**src/rtl/nibble_serial_adder.sv**
```systemverilog


module nibble_serial_adder (
  input  logic        clk,
  input  logic        rst,
  input  logic        start,
  input  logic [15:0] a,
  input  logic [15:0] b,
  input  logic        cin,
  output logic [3:0]  add_x,
  output logic [3:0]  add_y,
  output logic        add_cin,
  input  logic [3:0]  add_s,
  input  logic        add_cout,
  output logic        busy,
  output logic        done,
  output logic [15:0] sum,
  output logic        cout
);

  typedef enum logic [1:0] {
    S_IDLE,
    S_RUN,
    S_DONE
  } state_t;

  state_t      r_state;
  state_t      w_next_state;
  logic        w_accept;
  logic        w_run;
  logic        w_last;

  logic [15:0] r_a;
  logic [15:0] r_b;
  logic [15:0] r_part;
  logic [15:0] r_sum;
  logic [1:0]  r_idx;
  logic        r_carry;
  logic        r_cout;

  logic [3:0]  w_nib_a;
  logic [3:0]  w_nib_b;

  // NOTE: sequential state uses non-blocking assignments so every register samples pre-edge values.
  always_ff @(posedge clk) begin
    if (rst) r_state <= S_IDLE;
    else     r_state <= w_next_state;
  end

  // NOTE: every always_comb output gets a default first so no path can infer a latch.
  always_comb begin
    w_next_state = r_state;
    w_accept     = 1'b0;
    w_run        = 1'b0;
    w_last       = 1'b0;
    case (r_state)
      S_IDLE: begin
        w_accept = start;
        if (start) w_next_state = S_RUN;
      end
      S_RUN: begin
        w_run  = 1'b1;
        w_last = (r_idx == 2'd3);
        if (r_idx == 2'd3) w_next_state = S_DONE;
      end
      S_DONE:  w_next_state = S_IDLE;
      default: w_next_state = S_IDLE;
    endcase
  end

  // Datapath. The operand and partial registers are small, so they are reset
  // along with everything else to give a fully known post-reset state.
  always_ff @(posedge clk) begin
    if (rst) begin
      r_a     <= '0;
      r_b     <= '0;
      r_part  <= '0;
      r_sum   <= '0;
      r_idx   <= '0;
      r_carry <= 1'b0;
      r_cout  <= 1'b0;
    end else if (w_accept) begin
      r_a     <= a;
      r_b     <= b;
      r_carry <= cin;
      r_idx   <= '0;
    end else if (w_run) begin
      r_part[{r_idx, 2'b00} +: 4] <= add_s;
      r_carry                     <= add_cout;
      r_idx                       <= r_idx + 2'd1;
      // Final nibble bypasses r_part so the result lands in the same edge as DONE.
      if (w_last) begin
        r_sum  <= {add_s, r_part[11:0]};
        r_cout <= add_cout;
      end
    end
  end

  always_comb begin
    w_nib_a = r_a[{r_idx, 2'b00} +: 4];
    w_nib_b = r_b[{r_idx, 2'b00} +: 4];
  end

  // Adder inputs are forced to zero outside RUN so the external adder sees quiet inputs.
  assign add_x   = w_run ? w_nib_a : 4'h0;
  assign add_y   = w_run ? w_nib_b : 4'h0;
  assign add_cin = w_run & r_carry;

  assign busy = (r_state != S_IDLE);
  assign done = (r_state == S_DONE);
  assign sum  = r_sum;
  assign cout = r_cout;

endmodule

```
**config.mk**
```make
export PLATFORM = sky130hd
export DESIGN_NAME = nibble_serial_adder
export DESIGN_NICKNAME = d
export VERILOG_FILES = /design/src/rtl/nibble_serial_adder.sv
export SDC_FILE = /design/constraint.sdc
export NUM_CORES = 1
export LEC_CHECK = 0
export ABC_AREA = 1
export BUFFER_PORTS_ARGS = -buffer_cell sky130_fd_sc_hd__buf_2
export CAP_MARGIN = 20
export CORE_AREA = 2 2 78 80
export CTS_BUF_LIST = sky130_fd_sc_hd__clkbuf_4
export CTS_CLUSTER_DIAMETER = 40
export DETAILED_ROUTE_END_ITERATION = 8
export DIE_AREA = 0 0 80 82
export GPL_TIMING_DRIVEN = 0
export PLACE_DENSITY = 0.71
export SLEW_MARGIN = 20
export SYNTH_ARGS = -nofsm -noshare
export SYNTH_HDL_FRONTEND = slang
export SYNTH_SLANG_ARGS = --single-unit
export TNS_END_PERCENT = 30
```
**constraint.sdc**
```tcl
create_clock -name clk -period 3.8 [get_ports clk]
set_clock_uncertainty 0.05 [all_clocks]
set_input_delay 0 -clock clk [delete_from_list [all_inputs] [get_ports clk]]
set_output_delay 0 -clock clk [all_outputs]
set_load 0.005 [all_outputs]
```
==> Word level (Yosys, flattened, before mapping) <==
Cells that the tools add are included.
{ "totals": {"memories": 0, "latch_bits": 0, "in_bits": 41, "rom_bits": 0, "ramBits": 0, "regBits": 70} }
{ "op_classes": {"add_sub_neg": 2, "n_mux": 11, "magnitude_cmp": 0, "n_eq_ne": 5, "div_mod_pow": 0, "n_shift": 4, "bitwise": 2, "mul": 0, "reduce_logical": 7} }
{ "op_table": {"columns": ["op", "n"], "rows": [
  ["$shiftx A16 B5 Y4", 2],
  ["$bwmux W16", 1],
  ["$shift A4 B6 Y16 const A", 1],
  ["$shiftx A4 B6 Y16", 1],
  ["$mux W4", 2],
  ["$neg A4 Y6", 1],
  ["$mux W1", 5],
  ["$eq A2 B2 Y1 const B", 2],
  ["$mux W2", 2],
  ["$ne A2 B2 Y1 const B", 2],
  ["$pmux W2 S2", 1],
  ["$reduce_and A2 Y1", 2],
  ["$reduce_bool A2 Y1", 2],
  ["$reduce_and A3 Y1", 1],
  ["$add A2 B1 Y2 const B", 1],
  ["$eq A2 B1 Y1 const B", 1],
  ["$logic_not A2 Y1", 1],
  ["$reduce_or A2 Y1", 1],
  ["$and A1 B1 Y1", 1],
  ["$not A1 Y1", 1]
]} }

==> Depth between registers and ports, before layout <==
Gate-level depths: netlist (run 1).
{ "logic_depth": {"depth_word": 4, "mapped_depth": 8, "mapped_depth_nobuf": 7} }

==> Least setup slack after synthesis (run 1) <==
No wires, ideal clock.
{ "synth_timing": {"path_type": "flip-flop to flip-flop", "startpoint": "register r_idx[1]", "endpoint": "register r_part[0]", "stages_incl_launch_ff": 9, "required_time_ns": 3.680, "setup_slack_ns": 2.136, "setup_time_ns": 0.070, "arrival_time_ns": 1.543, "path_cell_list": "dfxtp_1 > buf_2 > clkinv_1 > ha_1 > nor2_1 > nand2_1 > nor2_2 > nand2_1 > a21oi_1"} }
{ "synth_between": {"elab_chain_len": 3} }
{ "synth_lines": {"columns": ["item", "line_no", "source"], "rows": [
  ["from (decl)", "37", "logic [1:0] r_idx;"],
  ["from (signal assigned)", "90", "r_idx <= r_idx + 2'd1;"],
  ["$neg A4 Y6 *", "88", "r_part[{r_idx, 2'b00} +: 4] <= add_s;"],
  ["$shiftx A4 B6 Y16 or $shift A4 B6 Y16 (tied branches)", "88", null],
  ["$bwmux W16 *", "88", null],
  ["to (signal, indexed assignment)", "88", null],
  ["to (decl)", "35", "logic [15:0] r_part;"]
]} }
Every way passes the cells marked *; elsewhere a longest branch is shown, timed or not.
A chain may end at the register's enable or synchronous reset.

==> Worst setup path in the final report (run 1) <==
{ "layout_timing": {"startpoint": "register r_idx[0]", "endpoint": "register r_part[2]"} }
Same word-level chain as after synthesis.

==> results.yml, run 1 <==
power_and_ir_drop:
  peakVddDrop_mv: 0.183
  p_leak_nw: 1.78
  cellPowerDensity_nw_per_um2: 354
  p_total_w: 0.00132
timing:
  fin_crit_sh_pct: 70.0
  setup_slack_ps: 1140
  post-route-min-period_ps: 2660
  max_freq_ghz: 0.376
  setup_tns_ps: 0
  whs_ps: 327
  setup_viol: 0
  rsz0062_at_grt: "false"
  max_slew_margin_pct: 63.7
  worst_slew_pin_slew_ps: 544
  drv_slew: 0
  hold_viol_final: 0
run:
  max_cap_violations: 0
setup_path:
  end_kind: "register"
  crit_chain: "inv_1 -> clkbuf_1 -> ha_1 -> nand3_1 -> nor2_2 -> nand2_1 -> a21oi_1 -> dlygate4sd3_1"
  start_kind: "register"
  worstSetupPathType: "reg -> reg"
  cp.required_ps: 4100
  crit_path_max_fanout: 12
  cp.arrival_ps: 2960
  cp_slowest_stage_delay_ps: 570
  critPathSlowestCell: "dlygate4sd3_1"
layout:
  areaGrowthSynthToFinish_pct: 35.2
  final_core_util_pct: 65.0
  mostFrequentLayoutCells: "nor2_1 (140), buf_2 (72), o21ai_0 (66), dfxtp_1 (66), dlygate4sd3_1 (44)"
  final_common_cell: "nor2_1"
  layout.nets: 556
  diodes: 0
  seq_area_um2: 1320
  fillers: 529
  final_layout_size_suffix_gt1_share_pct: 18.7
  multi_input_area_um2: 1270
floorplan:
  start_util_pct: 48.1
  die_area_um2: 6560
  boundaryPins: 69
  core_um2: 5750
  die_w_um: 80
  rows: 28
  die_h_um: 82
drt:
  avgRoutedWirePerCell_um: 12.7
  route.detailed.drc: 0
  wl_um: 7470
  vias_per_cell: 4.86
  first_iter_violations: 184
  num_vias: 2861
  dr.pass1.iters: 4
  final_antenna_net_count: 0
clock_tree:
  clk_path_buf_depth: 2
  clock_latency_ps: 400
  cts.clk_slew.worst_paths_ps: 100
  cts_sinks: 66
  h-tree-depth: 3
  cts_tree: "yes"
  cts_resized: 0
  cts-root-buf: "clkbuf_4"
  numCtsBuffers: 9
global_route:
  gr-usage-all-layers_pct: 24.1
  overflow: 0
  antenna_found_initial: 0
  grt_pass1_wl_um: 12100
  grt_pass1_vias: 2667
  grt_max_degree: 13
synthesis:
  syn_nets: 433
  ys_types: 23
  synth-adder-area-share_pct: 2.26
  synth_area_per_cell_um2: 7.14
  synthCells: 387
  synth_area_um2: 2760
  synth-seq-cells: 66
  synth-seq-area-share_pct: 47.8
  synth_edf_count: 0
  synthSimpleGateAreaFrac_pct: 27.3
  synth_mux_area_share_pct: 0
  synth_ff_type: "dfxtp_1"
  synth_top_family_by_area: "simple AND/OR/NAND/NOR gates"
  yosys.area_share.xor_xnor_pct: 0
  synth_warnings: 0
  synth_compound_area_share_pct: 16.3
  asyncSetResetFlopFracSynth_pct: 0
run_status:
  status: "completed"
hold_path:
  hold_path_class: "in -> reg"
placed_design:
  pre_cts_ws_ps: 1740
  hpwl_um: 4880
  gp_congestion: 0.799
  port_buffers: 68
[cell type report]
cell class / count / share of cell area [%]
repair buffers: 112 / 20.9
well taps: 75 / 2.51
plain buffers: 19 / 2.68
multi-input cells: 282 / 33.9
flip-flops and latches: 66 / 35.4
clock inverters: 5 / 0.603
inverters: 20 / 2.01
clock buffers: 10 / 2.01
[synthesized netlist by cell type, types with 2 or more instances]
cell type  count  area share [%]
a21oi_1       23             4.2
buf_2          4            0.72
buf_6          2            0.82
clkbuf_1       9             1.2
clkinv_1       2            0.27
dfxtp_1       66              48
ha_1           5             2.3
inv_1         15             2.0
inv_2          3            0.41
nand2_1       38             5.2
nand3_1        4            0.72
nor2_1       140              19
o21ai_0       66              12
[metal layers]
metal	part of all wire, %	up-vias	track usage, %
li1	-	1485	-
met1	47	1296	31.2
met2	47	74	40.2
met3	5.7	6	5.27
met4	1.0	0	7.97
met5	0	-	0
[metrics by stage]
step	instance area, µm²	cells
6_report	3730	589
3_3_place_gp	3200	530
5_1_grt	3730	589
3_5_place_dp	3200	530
4_1_cts	3730	589
2_1_floorplan	2760	387
[where the power goes]
group	internal [W]	switching (W)	total (W)
Sequential	0.000726	0.0000191	0.000745
Combinational	0.0000957	0.000111	0.000206
Clock	0.000130	0.000240	0.000370
Total	0.000952	0.000370	0.00132
[final timing paths]
path / from / to / slack [ps] / cells past startpoint
setup reg to reg: r_idx[0] / r_part[2] / 1140 / 8
hold reg to reg: r_part[3] / r_part[3] / 420 / 2
hold / removal: b[3] / r_b[3] / 330 / 4
setup / recovery: r_idx[0] / r_part[2] / 1140 / 8
[critical path: cells and delay by family (launching register included)]
| kind | cells | cell delay (ps) |
|---|---|---|
| DFF | 1 | 350 |
| AOI/OAI and AO/OA | 1 | 140 |
| and+or+nand+nor | 3 | 530 |
| adders and majority gates | 1 | 260 |
| buffers and inverters | 3 | 1270 |
[cell families (layout without fill, tap and decap cells)]
family | Yosys count | in the layout
AOI/OAI and AO/OA | 90 | 90
adders and majority gates | 5 | 5
buffers and inverters | 39 | 166
DFF | 66 | 66
and+or+nand+nor | 187 | 187
[state kept, by name, summed over array words and instances, names as in the netlist]
signal and count:
r_part 12, cout 1, r_state 2, r_carry 1, r_idx 2, r_b 16
sum 16, r_a 16
[repair_timing]
| item | 4_1_cts | 5_1_grt |
|---|---|---|
| endpoints found under the hold margin | 52 | 0 |
| buffers inserted | 0 | 0 |
| hold buffers | 44 | 0 |
No activity file was read; power rests on OpenSTA's default activity.
==> run 2: changes to the inputs <==
==> constraint.sdc (replaced) <==
create_clock -name clk -period 2.5 [get_ports clk]
set_clock_uncertainty 0.05 [all_clocks]
set_input_delay 0 -clock clk [delete_from_list [all_inputs] [get_ports clk]]
set_output_delay 0 -clock clk [all_outputs]
set_load 0.005 [all_outputs]
==> run 2 against run 1 <==
  * Die area unchanged
  * Combinational power up 51%
  * Utilization down 0.17 points
  * Non-clock buffer count down 1
  * Highest routed layer unchanged
  * Sequential share of layout area up 0.095 points
  * Critical endpoint is now r_part[1]
  * Count of clock-buffer cells in the layout unchanged
  * Total power up 52%
  * Sequential power up 52%
==> results.yml, run 2 (synthesized netlist as in run 1, its figures left out) <==
drt:
  first_iter_violations: 160
  route.detailed.drc: 0
  dr.pass1.iters: 5
  final_antenna_net_count: 0
  num_vias: 2875
  vias_per_cell: 4.89
  avgRoutedWirePerCell_um: 12.7
  wl_um: 7460
setup_path:
  start_kind: "register"
  r2r_setup_slack_ps: 400
  r2r_cells: 7
  r2r-start: "r_idx[0]"
  reg2reg_to: "r_part[1]"
  cp-startpoint: "r_idx[0]"
  worstSetupPathType: "reg -> reg"
  critPathSlowestCell: "clkbuf_1"
  end_kind: "register"
  crit_chain: "inv_1 -> clkbuf_1 -> ha_1 -> nand3_1 -> nor2_2 -> nand2_1 -> a21oi_1"
  cp.required_ps: 2780
  cp_slowest_stage_delay_ps: 470
  cp-endpoint: "r_part[1]"
  cp.arrival_ps: 2380
  crit_path_max_fanout: 12
global_route:
  gr-usage-all-layers_pct: 24.1
  grt_pass1_wl_um: 12000
  grt_pass1_vias: 2658
  grt_max_degree: 13
  overflow: 0
  antenna_found_initial: 0
power_and_ir_drop:
  p_sw_w: 0.000562
  p_int_w: 0.00145
  swShare_pct: 28.0
  seqPwrFrac_pct: 56.4
  cellPowerDensity_nw_per_um2: 539
  p_leak_nw: 1.77
  p_comb_share_pct: 15.6
  clkPwrFrac_pct: 28.0
  p_total_w: 0.00201
  peakVddDrop_mv: 0.276
clock_tree:
  cts_resized: 0
  hold_buffers: 43
  h-tree-depth: 3
  clock_latency_ps: 400
  cts_tree: "yes"
  numCtsBuffers: 9
  clk_path_buf_depth: 2
  cts.clk_slew.worst_paths_ps: 100
  cts_sinks: 66
  cts-root-buf: "clkbuf_4"
  post_cts_buffers: 0
layout:
  fillers: 530
  mostFrequentLayoutCells: "nor2_1 (140), buf_2 (72), o21ai_0 (66), dfxtp_1 (66), dlygate4sd3_1 (43)"
  final_layout_size_suffix_gt1_share_pct: 18.7
  areaGrowthSynthToFinish_pct: 34.8
  seq_area_um2: 1320
  final_common_cell: "nor2_1"
  diodes: 0
  multi_input_area_um2: 1270
  layout.nets: 555
  final_cells: 588
placed_design:
  gp_congestion: 0.799
  hpwl_um: 4880
  port_buffers: 68
  dp_cells: 530
timing:
  fin_crit_sh_pct: 83.8
  setup_tns_ps: 0
  hold_viol_final: 0
  max_freq_ghz: 0.477
  rsz0062_at_grt: "false"
  setup_viol: 0
  post-route-min-period_ps: 2100
  drv_slew: 0
  max_slew_margin_pct: 63.6
  whs_ps: 270
  worst_slew_pin_slew_ps: 546
floorplan:
  die_w_um: 80
  rows: 28
  die_h_um: 82
  core_um2: 5750
  die_area_um2: 6560
  boundaryPins: 69
  start_util_pct: 48.1
hold_path:
  hold_depth: 3
  hold_path_class: "in -> reg"
run:
  max_cap_violations: 0
run_status:
  status: "completed"
==> run 2: cell types whose count changed in the layout (fill, tap and decap cells not counted), sizes merged <==
cell | previous run | this run
dlygate4sd3 | 44 | 43
==> run 2: layout make-up <==
class	count	share of cell area [%]
buffer	19	2.69
timing repair buffer	111	20.7
clock inverter	5	0.605
tap	75	2.52
multi-input combinational	282	34.0
clock buffer	10	2.02
sequential	66	35.5
inverter	20	2.02
==> run 2: metrics by stage <==
| stage | cell area [µm²] | util (%) | setup slack [ps] |
|---|---|---|---|
| final | 3720 | 64.8 | 404 |
| after global routing | 3720 | 64.8 | 218 |
| after CTS | 3720 | 64.8 | 401 |
| after detailed placement | 3200 | 55.6 | 443 |
| after global placement | 3200 | 55.6 | 506 |
| after floorplan | 2760 | - | 836 |
==> run 2: power by group through the flow <==
stage / combinational, W / clock, W / sequential (W)
2_1_floorplan: 0.000167 / 0 / 0.00115
3_3_place_gp: 0.000247 / 0 / 0.00115
3_5_place_dp: 0.000254 / 0 / 0.00116
4_1_cts: 0.000308 / 0.000567 / 0.00113
5_1_grt: 0.000352 / 0.000623 / 0.00114
6_report: 0.000312 / 0.000563 / 0.00113
==> run 2: how the worst min path moves through the flow <==
stage	endpoint	from	slack [ps]
6_report	r_part[2]	rst	270
5_1_grt	r_part[2]	rst	260
4_1_cts	r_part[2]	rst	260
3_5_place_dp	r_part[2]	rst	160
3_3_place_gp	r_part[2]	rst	150
2_1_floorplan	r_part[2]	rst	20
==> run 2: routing by layer <==
metal / up-vias / global-route usage [%] / share of wire [%]
met4: 0 / 7.97 / 1.0
met2: 77 / 40.0 / 46
met3: 7 / 5.27 / 5.1
met1: 1308 / 31.2 / 47
li1: 1483 / - / -
met5: - / 0 / 0
==> run 2: critical path, delay by kind of cell (launching register included) <==
family / cells / cell delay (ps)
buffers and inverters: 2 / 700
and+or+nand+nor: 3 / 520
DFF: 1 / 350
adders and majority gates: 1 / 260
AOI/OAI and AO/OA: 1 / 140
